==> src/rtl/cdb_arbiter_pkg.sv <==
// cdb_arbiter_pkg: shared defaults, source encoding and CDB payload widths for the CDB arbiter
package cdb_arbiter_pkg;
  localparam int ROB_BIT_DEF = 4;
  localparam int DAT_W_DEF = 32;
  localparam logic SRC_ALU = 1'b0;
  localparam logic SRC_LSB = 1'b1;
  localparam int CBR_W = 1;
  function automatic int payload_w(input int rob_bit, input int dat_w);
    return rob_bit + 2 * dat_w + CBR_W;
  endfunction
endpackage

==> src/rtl/cdb_arb_fifo.sv <==
// cdb_arb_fifo: QD-deep result FIFO with push, pop and flush
// Ports: clk, rst (async active-low), en (clock enable), flush (clears all entries),
//        push/din (enqueue when rdy), pop (dequeue head when non-empty),
//        head (oldest entry), empty, rdy (count != QD).
module cdb_arb_fifo
  import cdb_arbiter_pkg::*;
#(
  parameter int W = payload_w(ROB_BIT_DEF, DAT_W_DEF),
  parameter int QD = 2
) (
  input  logic         clk,
  input  logic         rst,
  input  logic         en,
  input  logic         flush,
  input  logic         push,
  input  logic         pop,
  input  logic [W-1:0] din,
  output logic [W-1:0] head,
  output logic         empty,
  output logic         rdy
);
  localparam int AW = $clog2(QD);
  localparam int CW = AW + 1;
  logic [W-1:0] mem [QD];
  logic [AW-1:0] wr, rd;
  logic [CW-1:0] cnt;
  logic do_push, do_pop;
  assign rdy = cnt != CW'(QD);
  assign empty = cnt == '0;
  assign head = mem[rd];
  assign do_push = en && !flush && push && rdy;
  assign do_pop = en && !flush && pop && !empty;
  // QD is a power of two, so the pointers wrap naturally
  always_ff @(posedge clk or negedge rst)
    if (!rst) begin
      wr <= '0;
      rd <= '0;
      cnt <= '0;
    end else if (en) begin
      wr <= flush ? '0 : wr + AW'(do_push);
      rd <= flush ? '0 : rd + AW'(do_pop);
      cnt <= flush ? '0 : cnt + CW'(do_push) - CW'(do_pop);
    end
  always_ff @(posedge clk)
    if (do_push) mem[wr] <= din;
endmodule

==> src/rtl/cdb_arbiter.sv <==
// cdb_arbiter: round-robin sharing of the CDB between the ALU and LSB load results
// Ports: clk, rst (async active-low), en (global clock enable), flush_i (misprediction flush),
//        alu_* (ALU result push + alu_rdy_o), lsb_* (load result push + lsb_rdy_o),
//        cdb_* (registered broadcast; cdb_src_o 0 = ALU, 1 = LSB).
// Optional: define CDB_ARB_BYPASS_EN to let an empty source's incoming result broadcast directly.
module cdb_arbiter
  import cdb_arbiter_pkg::*;
#(
  parameter int ROB_BIT = ROB_BIT_DEF,
  parameter int DAT_W = DAT_W_DEF,
  parameter int QD = 2
) (
  input  logic               clk,
  input  logic               rst,
  input  logic               en,
  input  logic               flush_i,
  input  logic               alu_en_i,
  input  logic [ROB_BIT-1:0] alu_q_i,
  input  logic [DAT_W-1:0]   alu_v_i,
  input  logic               alu_cbr_i,
  input  logic [DAT_W-1:0]   alu_cbt_i,
  output logic               alu_rdy_o,
  input  logic               lsb_en_i,
  input  logic [ROB_BIT-1:0] lsb_q_i,
  input  logic [DAT_W-1:0]   lsb_v_i,
  output logic               lsb_rdy_o,
  output logic               cdb_en_o,
  output logic [ROB_BIT-1:0] cdb_q_o,
  output logic [DAT_W-1:0]   cdb_v_o,
  output logic               cdb_cbr_o,
  output logic [DAT_W-1:0]   cdb_cbt_o,
  output logic               cdb_src_o
);
  localparam int PW = payload_w(ROB_BIT, DAT_W);
  logic [PW-1:0] alu_din, lsb_din, alu_head, lsb_head, win;
  logic alu_empty, lsb_empty, alu_c, lsb_c, g_alu, g_lsb, alu_push, lsb_push, last;
  assign alu_din = {alu_q_i, alu_v_i, alu_cbr_i, alu_cbt_i};
  assign lsb_din = {lsb_q_i, lsb_v_i, 1'b0, {DAT_W{1'b0}}};
`ifdef CDB_ARB_BYPASS_EN
  // an empty source with a valid push competes with its incoming result, which skips the FIFO if it wins
  assign alu_c = !alu_empty || alu_en_i;
  assign lsb_c = !lsb_empty || lsb_en_i;
  assign alu_push = alu_en_i && !(g_alu && alu_empty);
  assign lsb_push = lsb_en_i && !(g_lsb && lsb_empty);
  assign win = g_alu ? (alu_empty ? alu_din : alu_head) : (lsb_empty ? lsb_din : lsb_head);
`else
  assign alu_c = !alu_empty;
  assign lsb_c = !lsb_empty;
  assign alu_push = alu_en_i;
  assign lsb_push = lsb_en_i;
  assign win = g_alu ? alu_head : lsb_head;
`endif
  // on a tie the source not granted last wins
  assign g_alu = alu_c && (!lsb_c || last == SRC_LSB);
  assign g_lsb = lsb_c && !g_alu;
  cdb_arb_fifo #(.W(PW), .QD(QD)) u_alu_fifo (
    .clk(clk), .rst(rst), .en(en), .flush(flush_i), .push(alu_push), .pop(g_alu),
    .din(alu_din), .head(alu_head), .empty(alu_empty), .rdy(alu_rdy_o)
  );
  cdb_arb_fifo #(.W(PW), .QD(QD)) u_lsb_fifo (
    .clk(clk), .rst(rst), .en(en), .flush(flush_i), .push(lsb_push), .pop(g_lsb),
    .din(lsb_din), .head(lsb_head), .empty(lsb_empty), .rdy(lsb_rdy_o)
  );
  always_ff @(posedge clk or negedge rst)
    if (!rst) begin
      last <= SRC_LSB;
      cdb_en_o <= 1'b0;
      {cdb_q_o, cdb_v_o, cdb_cbr_o, cdb_cbt_o} <= '0;
      cdb_src_o <= SRC_ALU;
    end else if (en) begin
      if (flush_i) begin
        last <= SRC_LSB;
        cdb_en_o <= 1'b0;
      end else begin
        cdb_en_o <= g_alu || g_lsb;
        if (g_alu || g_lsb) begin
          last <= g_lsb;
          cdb_src_o <= g_lsb;
          {cdb_q_o, cdb_v_o, cdb_cbr_o, cdb_cbt_o} <= win;
        end
      end
    end
endmodule

==> config.mk <==
export PLATFORM = sky130hd
export DESIGN_NAME = cdb_arbiter
export DESIGN_NICKNAME = d
export VERILOG_FILES = /design/src/rtl/cdb_arbiter_pkg.sv /design/src/rtl/cdb_arb_fifo.sv /design/src/rtl/cdb_arbiter.sv
export SDC_FILE = /design/constraint.sdc
export NUM_CORES = 1
export LEC_CHECK = 0
export CELL_PAD_IN_SITES_DETAIL_PLACEMENT = 1
export CELL_PAD_IN_SITES_GLOBAL_PLACEMENT = 1
export CORE_UTILIZATION = 45
export CTS_CLUSTER_SIZE = 14
export DETAILED_ROUTE_END_ITERATION = 10
export DONT_BUFFER_PORTS = 1
export GPL_ROUTABILITY_DRIVEN = 0
export PLACE_DENSITY_LB_ADDON = 0.2
export REMOVE_ABC_BUFFERS = 1
export SYNTH_ARGS = -nofsm -noshare
export SYNTH_HDL_FRONTEND = slang
export SYNTH_SLANG_ARGS = --single-unit
==> constraint.sdc <==
create_clock -name clk -period 2.6 [get_ports clk]
set_input_delay 0.65 -clock clk [delete_from_list [all_inputs] [get_ports clk]]
set_output_delay 0.65 -clock clk [all_outputs]
set_load 0.02 [all_outputs]
==> results of run 1 <==
final cells by class:
cell class | instances | area [um2]
Fill cell | 2292 | 11300
Clock buffer | 41 | 863
Multi-Input combinational cell | 363 | 2440
Clock inverter | 17 | 124
Timing Repair Buffer | 14 | 225
Sequential cell | 290 | 8310
Inverter | 10 | 37.5
Tap cell | 319 | 399
cells by family after synthesis:
logic type / count (synthesis) / synth area share
flip-flops: 290 / 0.758
multiplexers: 34 / 0.0311
XOR/XNOR: 2 / 0.00160
buffers and inverters: 54 / 0.0230
adder cells (fa/ha/maj): 8 / 0.00913
AND/OR/NAND/NOR: 161 / 0.0738
AO/OA/AOI/OAI: 158 / 0.104
per-layer routing:
layer	global-route usage	vias up	wire, um
li1	-	2649	-
met1	0.222	2898	9050
met2	0.347	128	12400
met3	0.0679	32	1920
met4	0.0440	0	429
met5	0	-	0
sequential cells by signal (all words and copies together), names as in the netlist:
register / cells
cdb_cbr_o: 1
u_alu_fifo.rd: 1
cdb_src_o: 1
u_lsb_fifo.wr: 1
cdb_en_o: 1
u_lsb_fifo.cnt: 2
last: 1
cdb_cbt_o: 32
cdb_v_o: 32
u_lsb_fifo.mem: 72
u_lsb_fifo.rd: 1
u_alu_fifo.cnt: 2
cdb_q_o: 4
u_alu_fifo.wr: 1
u_alu_fifo.mem: 138
power by group through the flow:
stage          Sequential (mW)  Clock, mW  Combinational (mW)
2_1_floorplan             6.82          0                1.40
3_3_place_gp              6.84          0                2.11
3_5_place_dp              6.87          0                2.22
4_1_cts                   6.78       4.30                2.27
5_1_grt                   6.85       4.46                2.48
6_report                  6.76       4.20                2.21
what timing repair did:
action / 4_1_cts / 5_1_grt
hold buffers: 1 / 0
setup buffers: 0 / 0
hold endpoints to repair: 80 / 0
Yosys cell counts (2+ instances only):
cell	n
o21ai_0	39
mux2i_1	33
nor2b_1	74
o22ai_1	3
clkbuf_1	16
ha_1	8
nand2_1	79
edfxtp_1	210
and3_1	2
o31ai_1	36
buf_4	2
a21oi_1	2
a211oi_1	63
buf_1	2
clkbuf_2	3
inv_1	10
dfrtp_1	79
a211oi_2	9
buf_2	19
buf_6	2
metrics by stage:
stage,std cells,utilization,power (mW),worst slack [ns],area (um2)
2_1_floorplan,663,-,8.23,-0.833,10800
3_5_place_dp,995,0.481,9.10,0.346,11400
3_3_place_gp,995,0.481,8.96,0.438,11400
4_1_cts,1054,0.524,13.4,0.280,12400
5_1_grt,1054,0.524,13.8,0.0596,12400
6_report,1054,0.524,13.2,0.238,12400
worst register-to-register path: cells and delay by family, from the launching register on:
kind                     cells  cell delay [ns]
buffers and inverters        1             0.05
AND/OR/NAND/NOR              4             0.91
flip-flops                   1             0.43
XOR/XNOR                     1             0.20
AO/OA/AOI/OAI                2             0.20
adder cells (fa/ha/maj)      2             0.45
worst max path at each step:
stage / start / endpoint / slack [ns] / cells past startpoint
final: u_alu_fifo.cnt[1] / u_lsb_fifo.cnt[1] / 0.24 / 10
after global routing: u_alu_fifo.cnt[1] / u_lsb_fifo.cnt[1] / 0.06 / 10
after CTS: u_alu_fifo.cnt[1] / u_lsb_fifo.cnt[1] / 0.28 / 10
after detailed placement: u_alu_fifo.cnt[1] / u_lsb_fifo.cnt[1] / 0.35 / 10
after global placement: u_alu_fifo.cnt[1] / u_lsb_fifo.cnt[1] / 0.44 / 10
after floorplan: en / u_alu_fifo.mem[0][0] / -0.83 / 3
==> impl_metrics.env, run 1 <==
export IMPL_r2r_start="u_alu_fifo.cnt[1]"
export IMPL_detail_route_antenna_nets=0
export IMPL_synth_ff_type="edfxtp_1"
export IMPL_crit_path_end_kind="register"
export IMPL_async_flop_share=0.276
export IMPL_slew_headroom=0.564
export IMPL_syn_area_mm2=0.0110
export IMPL_p_leak_nw=4.37
export IMPL_crit_path_cell_trace="or2_4, and2_2, nor3_1, ha_1, inv_1, ha_1, xor2_1, o21ai_0, nand2_1, o21ai_0"
export IMPL_sw_frac_of_total=0.326
export IMPL_crit_buf_inv=1
export IMPL_die_h_um=158
export IMPL_die_x_um=158
export IMPL_crit_slowest_cell="dfrtp_1"
export IMPL_synth_seq_cells=290
export IMPL_grt_use_total=0.194
export IMPL_port_buffers=0
export IMPL_htree_levels=1
export IMPL_r2r_slack_ns=0.24
export IMPL_ys_types=36
export IMPL_totalWireLength_um=23800
export IMPL_worst_ep_arrival_time_ns=2.77
export IMPL_routedWlPerCell_um=22.6
export IMPL_crit_fanout=5
export IMPL_synth_top_area_cell="edfxtp_1"
export IMPL_synth_edf_count=210
export IMPL_cap_viol_max_count=0
export IMPL_via_per_inst=5.41
export IMPL_synth_area_top_cells="edfxtp_1 57%, dfrtp_1 18%, a211oi_1 4.3%"
export IMPL_status="finished clean"
export IMPL_grt_pass1_wl_um=36000
export IMPL_peakVddDrop_v=0.000946
export IMPL_synthCells=707
export IMPL_initial_core_util=0.463
export IMPL_pwr_share_seq=0.513
export IMPL_skew_ns=0.0135
export IMPL_crit_path_max_incr_delay_ns=0.43
export IMPL_cts_resized=0
export IMPL_dr_pass1_iters=4
export IMPL_cts_tree="yes"
export IMPL_dr_total_vias=5707
export IMPL_layout_common_cells="210 x edfxtp_1, 78 x nand2_1, 77 x dfrtp_1"
export IMPL_path_delay_family="simple AND/OR/NAND/NOR gates"
export IMPL_yosys_warnings=0
export IMPL_rsz0062_at_grt="no"
export IMPL_design_die_area_mm2=0.0250
export IMPL_critPathRequiredTime_ns=3.01
export IMPL_clockPowerShare=0.319
export IMPL_diodes=0
export IMPL_grt_max_degree=81
export IMPL_fmax_mhz=423
export IMPL_p_comb_frac=0.168
export IMPL_final_layout_size_suffix_gt1_frac=0.118
export IMPL_grt_pass1_vias=6124
export IMPL_cts_sinks=290
export IMPL_fin_crit_sh=0.908
export IMPL_fin_tns_setup_ns=0
export IMPL_setup_viol=0
export IMPL_hold_viol=0
export IMPL_worst_pin_slew_ns=0.654
export IMPL_core_rowCount=56
export IMPL_clock_latency_ns=0.55
export IMPL_worst_setup_hold_path_clk_slew_ns=0.06
export IMPL_fin_nets=829
export IMPL_yosysSeqAreaShare=0.758
export IMPL_clock_root_buffer="clkbuf_16"
export IMPL_cp_start_kind="register"
export IMPL_final_max_slew_viol_count=0
export IMPL_hold_slack_ns=0.0138
export IMPL_first_iter_violations=313
export IMPL_core_mm2=0.0237
export IMPL_cts_max_path_buffers=3
export IMPL_cts_buffers=31
export IMPL_hpwl_um=14300
export IMPL_syn_to_final_growth_pct=13.1
export IMPL_netlist_area_leader_share=0.575
export IMPL_rr_endpoint="u_lsb_fifo.cnt[1]"
export IMPL_crit_type="register to register"
export IMPL_final_common_cell="edfxtp_1"
export IMPL_hp_class="input port to asynchronous set/reset pin"
export IMPL_p_int_mw=8.88
export IMPL_io_pins=184
export IMPL_switchingPower_mw=4.29
export IMPL_grt_overflow=0
export IMPL_reg2reg_depth=10
export IMPL_fin_crit_ns=2.36
export IMPL_antenna_found_initial=0
export IMPL_avgSynthCellArea_um2=15.5
export IMPL_drc_errors=0
export IMPL_p_per_area_mw_per_mm2=1060
No activity file was read; power rests on OpenSTA's default activity.
==> inputs of run 2 (changes only) <==
--- a/config.mk
+++ b/config.mk
@@ -7,13 +7,12 @@
 export LEC_CHECK = 0
 export CELL_PAD_IN_SITES_DETAIL_PLACEMENT = 1
 export CELL_PAD_IN_SITES_GLOBAL_PLACEMENT = 1
-export CORE_UTILIZATION = 45
+export CORE_UTILIZATION = 25
 export CTS_CLUSTER_SIZE = 14
 export DETAILED_ROUTE_END_ITERATION = 10
 export DONT_BUFFER_PORTS = 1
 export GPL_ROUTABILITY_DRIVEN = 0
 export PLACE_DENSITY_LB_ADDON = 0.2
-export REMOVE_ABC_BUFFERS = 1
 export SYNTH_ARGS = -nofsm -noshare
 export SYNTH_HDL_FRONTEND = slang
 export SYNTH_SLANG_ARGS = --single-unit
==> run 2 against run 1 <==
Flip-flop and latch count unchanged. Clock-buffer cell count increased by 2. Fmax fell by 1.2%. Die area up 79%. Sequential share of layout area down 2.9 points. Hold slack better by 0.033 ns. Wire length rose by 15%. Sequential power is 1% higher. First-iteration DRC count fell by 3.8%. Clock power is 19% higher. Non-clock buffer count increased by 6. Global-route usage is 6.8 points lower. Largest cell class unchanged. Highest routed layer is now met5.
==> impl_metrics.env, run 2 (synthesis gave the netlist of run 1 again) <==
export IMPL_layout_cells_non_filler=1332
export IMPL_crit_buf_inv=1
export IMPL_cap_viol_max_count=0
export IMPL_cts_max_path_buffers=3
export IMPL_worst_pin_slew_ns=0.860
export IMPL_drc_errors=0
export IMPL_port_buffers=0
export IMPL_totalWireLength_um=27400
export IMPL_clock_root_buffer="clkbuf_16"
export IMPL_largest_register="u_alu_fifo.mem"
export IMPL_worst_ep_arrival_time_ns=2.78
export IMPL_pwr_share_seq=0.488
export IMPL_largest_reg_flops=138
export IMPL_p_comb_frac=0.156
export IMPL_antenna_found_initial=4
export IMPL_clock_latency_ns=0.53
export IMPL_setup_viol=0
export IMPL_crit_path_max_incr_delay_ns=0.42
export IMPL_die_h_um=211
export IMPL_worst_slack_ns=0.210
export IMPL_post_route_util=0.300
export IMPL_skew_ns=0.0102
export IMPL_fillers=4519
export IMPL_via_per_inst=4.31
export IMPL_hold_viol=0
export IMPL_synthesis_nets=826
export IMPL_die_x_um=211
export IMPL_p_int_mw=9.57
export IMPL_post_cts_repair_setup_buffers=0
export IMPL_first_iter_violations=301
export IMPL_place_area_mm2=0.0117
export IMPL_finalPower_mw=14.0
export IMPL_p_per_area_mw_per_mm2=1080
export IMPL_htree_levels=2
export IMPL_io_pins=184
export IMPL_hold_slack_ns=0.0469
export IMPL_fmax_mhz=418
export IMPL_fin_nets=838
export IMPL_grt_overflow=0
export IMPL_clockPowerShare=0.356
export IMPL_worst_setup_hold_path_clk_slew_ns=0.06
export IMPL_initial_core_util=0.254
export IMPL_design_die_area_mm2=0.0447
export IMPL_rsz0062_at_grt="no"
export IMPL_crit_type="register to register"
export IMPL_final_layout_size_suffix_gt1_frac=0.123
export IMPL_dr_pass1_iters=4
export IMPL_routedWlPerCell_um=20.6
export IMPL_switchingPower_mw=4.47
export IMPL_crit_slowest_cell="dfrtp_1"
export IMPL_final_area_mm2=0.0130
export IMPL_final_common_cell="edfxtp_1"
export IMPL_sw_frac_of_total=0.318
export IMPL_crit_path_end_kind="register"
export IMPL_hpwl_um=18000
export IMPL_crit_fanout=5
export IMPL_fin_tns_setup_ns=0
export IMPL_path_delay_family="simple AND/OR/NAND/NOR gates"
export IMPL_layout_common_cells="210 x edfxtp_1, 78 x nand2_1, 77 x dfrtp_1"
export IMPL_crit_path_cell_trace="or2_4, and2_2, nor3_1, ha_1, inv_1, ha_1, xor2_1, o21ai_0, nand2_1, o21ai_0"
export IMPL_cts_buffers=34
export IMPL_p_leak_nw=4.48
export IMPL_core_rowCount=76
export IMPL_hp_class="input port to asynchronous set/reset pin"
export IMPL_grt_use_total=0.126
export IMPL_core_mm2=0.0432
export IMPL_dp_slack_ns=0.231
export IMPL_top_regs="u_alu_fifo.mem (138), u_lsb_fifo.mem (72)"
export IMPL_cts_resized=0
export IMPL_fin_crit_ns=2.39
export IMPL_critPathRequiredTime_ns=2.99
export IMPL_hold_buffers=1
export IMPL_grt_pass1_vias=6410
export IMPL_dr_total_vias=5747
export IMPL_cts_sinks=290
export IMPL_cp_start_kind="register"
export IMPL_fin_crit_sh=0.919
export IMPL_final_max_slew_viol_count=0
export IMPL_dp_cells=1267
export IMPL_grt_pass1_wl_um=41000
export IMPL_peakVddDrop_v=0.000540
export IMPL_syn_to_final_growth_pct=18.1
export IMPL_slew_headroom=0.427
export IMPL_grt_max_degree=81
export IMPL_detail_route_antenna_nets=0
export IMPL_cts_tree="yes"
export IMPL_status="finished clean"
run 2: cell types whose count changed in the layout (fill, tap and decap cells not counted), moves of 3 or more:
cell / change
buf_4: +8
clkbuf_16: +6
clkinv_2: -5
clkbuf_8: -3
clkinv_1: +6
bufinv_16: +4
run 2: layer usage:
metal,vias up,part of all wire,track usage
met3,43,0.095,0.0564
met1,2897,0.39,0.137
met2,124,0.49,0.211
met4,6,0.023,0.0530
met5,-,0.0015,0
li1,2677,-,-
run 2: worst paths after layout:
| kind | from | endpoint | slack [ns] | cells past startpoint |
|---|---|---|---|---|
| max | u_alu_fifo.cnt[1] | u_lsb_fifo.cnt[1] | 0.21 | 10 |
| min | rst | cdb_cbt_o[17] | 0.05 | 1 |
| max reg2reg | u_alu_fifo.cnt[1] | u_lsb_fifo.cnt[1] | 0.21 | 10 |
| min reg2reg | u_alu_fifo.mem[1][1] | cdb_cbt_o[1] | 0.54 | 2 |
| max in group asynchronous | rst | u_alu_fifo.rd | 2.14 | 1 |
| min in group clk | flush_i | u_alu_fifo.cnt[1] | 0.20 | 1 |
run 2: area by class of cell:
class	instances	area (um2)	share of cell area
Antenna cell	2	5.00	0.000386
Clock buffer	43	968	0.0747
Clock inverter	19	216	0.0167
Inverter	10	37.5	0.00290
Multi-Input combinational cell	363	2440	0.188
Sequential cell	290	8310	0.642
Tap cell	585	732	0.0565
Timing Repair Buffer	20	245	0.0189
run 2: power groups by stage:
stage / Clock [mW] / Sequential [mW] / Combinational, mW
after detailed placement: 0 / 6.98 / 2.24
after CTS: 5.20 / 6.89 / 2.29
after floorplan: 0 / 6.56 / 1.78
after global routing: 5.35 / 6.97 / 2.51
final: 5.00 / 6.85 / 2.19
after global placement: 0 / 6.96 / 2.16
